===== src/rtl/score_pkg.sv =====
// score_pkg: state encoding, widths and seven-segment digit codes shared by score logic and display
package score_pkg;
  localparam int SCORE_W = 7;
  localparam int BCD_W = 4;
  typedef enum logic [1:0] {ST_IDLE = 2'd0, ST_PLAY = 2'd1, ST_OVER = 2'd2} state_t;
  localparam logic [6:0] SEG_CODE [10] = '{7'h3F, 7'h06, 7'h5B, 7'h4F, 7'h66, 7'h6D, 7'h7D, 7'h07, 7'h7F, 7'h6F};
endpackage


===== src/rtl/bcd_sat_adder.sv =====
// bcd_sat_adder: adds POINTS to binary and BCD score in parallel, saturating at MAX_SCORE
module bcd_sat_adder
  import score_pkg::*;
#(
  parameter int POINTS = 1,
  parameter int MAX_SCORE = 99
) (
  input  logic [BCD_W-1:0]   tens,
  input  logic [BCD_W-1:0]   units,
  input  logic [SCORE_W-1:0] score,
  output logic [BCD_W-1:0]   next_tens,
  output logic [BCD_W-1:0]   next_units,
  output logic [SCORE_W-1:0] next_score,
  output logic               sat
);
  localparam logic [7:0] PTS = 8'(POINTS);
  localparam logic [7:0] MAX8 = 8'(MAX_SCORE);
  localparam logic [BCD_W-1:0] MAX_T = BCD_W'(MAX_SCORE / 10);
  localparam logic [BCD_W-1:0] MAX_U = BCD_W'(MAX_SCORE % 10);
  logic [7:0] sum;
  logic [4:0] usum;
  logic carry;
  always_comb begin
    sum = {1'b0, score} + PTS;
    usum = {1'b0, units} + 5'(POINTS);
    carry = usum > 5'd9;
    sat = sum >= MAX8;
    next_score = sat ? SCORE_W'(MAX_SCORE) : sum[SCORE_W-1:0];
    next_units = sat ? MAX_U : (carry ? 4'(usum - 5'd10) : usum[3:0]);
    next_tens = sat ? MAX_T : tens + {3'b0, carry};
  end
endmodule


===== src/rtl/score_keeper.sv =====
// score_keeper: saturating goal score with BCD digits and game state; high score built with SCORE_KEEPER_HIGH_SCORE_EN
module score_keeper
  import score_pkg::*;
#(
  parameter int MAX_SCORE = 99,
  parameter int POINTS = 1
) (
  input  logic               i_Clk,
  input  logic               i_Reset,
  input  logic               i_Start,
  input  logic               i_Goal,
  input  logic               i_Game_Over,
  output logic [SCORE_W-1:0] o_Score,
  output logic [BCD_W-1:0]   o_Tens,
  output logic [BCD_W-1:0]   o_Units,
  output logic [SCORE_W-1:0] o_High_Score,
  output logic               o_New_High,
  output logic               o_Max,
  output logic               o_Playing
);
  state_t state;
  logic goal_q, sat;
  logic [BCD_W-1:0] next_tens, next_units;
  logic [SCORE_W-1:0] next_score;
  bcd_sat_adder #(.POINTS(POINTS), .MAX_SCORE(MAX_SCORE)) adder (
    .tens(o_Tens), .units(o_Units), .score(o_Score),
    .next_tens(next_tens), .next_units(next_units), .next_score(next_score), .sat(sat)
  );
  // goal_q tracks i_Goal in every state so a goal held across game start never scores
  always_ff @(posedge i_Clk or posedge i_Reset) begin
    if (i_Reset) begin
      state <= ST_IDLE;
      goal_q <= 1'b0;
      o_Score <= '0;
      o_Tens <= '0;
      o_Units <= '0;
      o_Max <= 1'b0;
      o_Playing <= 1'b0;
    end else begin
      goal_q <= i_Goal;
      if (state == ST_PLAY) begin
        if (i_Game_Over) begin
          state <= ST_OVER;
          o_Playing <= 1'b0;
        end else if (i_Goal && !goal_q) begin
          o_Score <= next_score;
          o_Tens <= next_tens;
          o_Units <= next_units;
          o_Max <= sat;
        end
      end else if (i_Start) begin
        state <= ST_PLAY;
        o_Playing <= 1'b1;
        o_Score <= '0;
        o_Tens <= '0;
        o_Units <= '0;
        o_Max <= 1'b0;
      end
    end
  end
`ifdef SCORE_KEEPER_HIGH_SCORE_EN
  logic beat;
  assign beat = state == ST_PLAY && i_Game_Over && o_Score > o_High_Score;
  always_ff @(posedge i_Clk or posedge i_Reset) begin
    if (i_Reset) begin
      o_High_Score <= '0;
      o_New_High <= 1'b0;
    end else begin
      o_New_High <= beat;
      if (beat) o_High_Score <= o_Score;
    end
  end
`else
  assign o_High_Score = '0;
  assign o_New_High = 1'b0;
`endif
endmodule


===== config.mk =====
export PLATFORM = sky130hd
export DESIGN_NAME = score_keeper
export DESIGN_NICKNAME = d
export VERILOG_FILES = /design/src/rtl/score_pkg.sv /design/src/rtl/bcd_sat_adder.sv /design/src/rtl/score_keeper.sv
export SDC_FILE = /design/constraint.sdc
export NUM_CORES = 1
export LEC_CHECK = 0
export CAP_MARGIN = 20
export CORE_UTILIZATION = 35
export DETAILED_ROUTE_END_ITERATION = 8
export PLACE_DENSITY = 0.65
export SKIP_CTS_REPAIR_TIMING = 1
export SYNTH_ARGS = -nofsm -noshare
export SYNTH_HDL_FRONTEND = slang
export SYNTH_SLANG_ARGS = --single-unit

===== constraint.sdc =====
create_clock -name i_Clk -period 2.2 [get_ports i_Clk]
set_input_delay 0.44 -clock i_Clk [delete_from_list [all_inputs] [get_ports i_Clk]]
set_output_delay 0.44 -clock i_Clk [all_outputs]
set_load 0.01 [all_outputs]

==> results.py <==
metrics = {
    "yosys": {
        "ys_ff_latch": 19,
        "netlist_area_um2": 1284,
        "avgSynthCellArea_um2": 9.170,
        "synth.distinct_cells": 48,
        "synthTopCellsByArea": "dfrtp_1, ha_1, buf_4",
        "synth-async-reset-ratio": 1.000,
        "synth_flop_cell": "dfrtp_1",
        "synth_top_area_cell": "dfrtp_1",
        "synth_edf_count": 0,
        "ys_warn_count": 0,
        "synthCells": 140,
        "synth_top_cell_area_share": 0.3704,
        "ys_seq_area_frac": 0.3704,
    },
    "pwr": {
        "ir_worst_vdd_v": 0.0003074,
        "p_leak_nw": 0.7207,
        "p_per_area_nw_per_um2": 623.0,
    },
    "floorplanning": {
        "die_h_um": 62.56,
        "row_count": 21,
        "core-area_um2": 3416,
        "start_util": 0.3758,
        "ios": 30,
        "dieWidth_um": 62.56,
        "dieArea_um2": 3914,
    },
    "timing": {
        "clock_skew_ps": 4.650,
        "min_period_ps": 2096,
        "fmaxAchievable_ghz": 0.4771,
        "rsz0062_at_grt": "yes",
        "drv_slew": 0,
        "whs_ps": 437.7,
        "finalSetupViolations": 0,
        "fin_crit_sh": 0.9527,
        "hold_viol": 0,
    },
    "finish": {
        "drive_gt1_frac": 0.2105,
        "fin_util": 0.4828,
        "fin_nets": 184,
        "area_delta_synth_final_pct": 28.46,
        "fillCellCount": 326,
        "antennaDiodeCount": 0,
        "final_area_um2": 1649,
        "layout.cells.non_filler": 217,
    },
    "grt": {
        "antenna_found_initial": 0,
        "grt_max_degree": 20,
        "grt_pass1_wl_mm": 4.857,
        "grt_pass1_vias": 1076,
        "grt_overflow": 0,
        "track_usage": 0.1569,
    },
    "worst_setup_path": {
        "critical_path_arrival_ps": 2280,
        "crit_start": "o_Units[0]$_DFFE_PP0P_",
        "path_class": "reg2reg",
        "critPathLaunchType": "flop",
        "crit_required_ps": 2380,
        "reg2reg_depth": 11,
        "end_kind": "flop",
        "r2r-start": "o_Units[0]$_DFFE_PP0P_",
        "critPathMaxFanout": 4,
    },
    "place": {
        "dp_hpwl_mm": 2.077,
        "port_buffers": 21,
        "dp.cells": 212,
        "post_dp_cell_area_um2": 1575,
        "place_congestion": 0.8010,
    },
    "cts": {
        "clock-root-buffer": "clkbuf_4",
        "h-tree-depth": 1,
        "cts_buffer_depth": 2,
        "clk_latency_ps": 310,
        "clock_sinks": 19,
        "cts_buffers": 3,
        "cts_tree": "done",
        "clk_pin_slew_worst_paths_ps": 120,
    },
    "detailed_routing": {
        "wire_per_inst_um": 13.01,
        "viasPerCell": 5.152,
        "post-route-drc-count": 0,
        "ant_nets": 0,
        "wl_mm": 2.823,
        "via_count": 1118,
        "initialDrtViolationCount": 25,
        "dr.pass1.iters": 4,
    },
    "hold_path": {
        "hold_path.class": "in2async",
    },
    "job": {
        "maxCapViolCount": 0,
    },
    "run_status": {
        "outcome": "complete, no violations",
    },
}
[registers in the layout, summed over array words and instances (netlist names)]
register  cells
o_Tens        4
o_Max         1
goal_q        1
o_Score       7
o_Units       4
state         2
[metrics by stage]
step	TNS [ps]	setup slack (ps)	total power, mW
floorplan	0	4.224	0.6605
global placement	0	86.83	0.8127
detailed placement	-22.86	-22.86	0.8237
CTS	-85.51	-64.24	1.022
global route	-8.047	-8.047	1.107
finish	0	104.2	1.027
[critical path, stage by stage, from the launching register on]
cell	delay (ps)
dfrtp_1	420
inv_1	80
ha_2	180
nor2b_1	140
a41oi_2	180
o22ai_2	100
a31oi_2	190
ha_2	220
nand3_2	90
and2_4	140
o21ai_1	110
o311ai_1	120
[report_power, final]
group          internal, mW  switching, mW  total, mW
Combinational         0.206          0.214      0.420
Clock                0.0695          0.123      0.192
Sequential            0.382         0.0336      0.415
Total                 0.657          0.370       1.03
[cells in the mapped netlist, drive strengths merged (3+ instances only)]
cell,instances
nor2b,3
a31oi,3
dfrtp,19
xnor2,3
nand3,6
nor3,4
o21ai,6
buf,12
nand2,17
a22o,5
nor2,7
inv,9
a21oi,8
ha,7
o211ai,3
[metal layers]
layer	part of all wire	wire length [um]	up-vias	global-route usage
met4	0.019	53	0	0.06977
met2	0.47	1327	26	0.2622
met1	0.48	1358	532	0.1989
met5	0	0	-	0
li1	-	-	555	-
met3	0.029	83	5	0.02372
[final cells by class]
class,instances,area (um2),area share
clock buffers,3,22.52,0.01366
inverters,9,33.78,0.02049
well taps,46,57.56,0.03490
repair buffers,34,307.8,0.1866
clock inverters,1,7.507,0.004552
multi-input cells,105,744.5,0.4514
flip-flops and latches,19,475.5,0.2883
[worst paths after layout]
path | end | slack, ps
max | o_Tens[3]$_DFFE_PP0P_ | 100
min | state[1]$_DFFE_PP0P_ | 440
max reg2reg | o_Tens[3]$_DFFE_PP0P_ | 100
min reg2reg | o_Max$_DFFE_PP0P_ | 500
max in group asynchronous | o_Score[0]$_DFFE_PP0P_ | 1560
min in group i_Clk | o_Max$_DFFE_PP0P_ | 500
[cells in the final DEF, fill, tap and decap left out, drive strengths merged, types with 2 or more instances in the layout]
cell           netlist  routed
nand2               17      17
a22o                 5       5
xnor2                3       3
buf                 12      13
ha                   7       7
o22ai                2       2
o21ai                6       6
nand4b               2       2
o211ai               3       3
a31oi                3       3
o41ai                2       2
nor2b                3       3
nor4                 2       2
clkbuf               2       3
nand3                6       6
clkdlybuf4s50        0      21
a211o                2       2
a21oi                8       8
inv                  9       9
conb                 1       8
nor3                 4       4
dfrtp               19      19
o22a                 2       2
nor2                 7       7
[kinds of logic after synthesis]
group,count (synthesis),synth area share
and+or+nand+nor,45,0.1823
AOI/OAI and AO/OA,40,0.2408
buffers and inverters,23,0.1004
DFF,19,0.3704
adders and majority gates,7,0.06822
xor gates and xnor gates,4,0.02730
other,1,0.002921
muxes,1,0.007798
No activity file was read; power rests on OpenSTA's default activity.
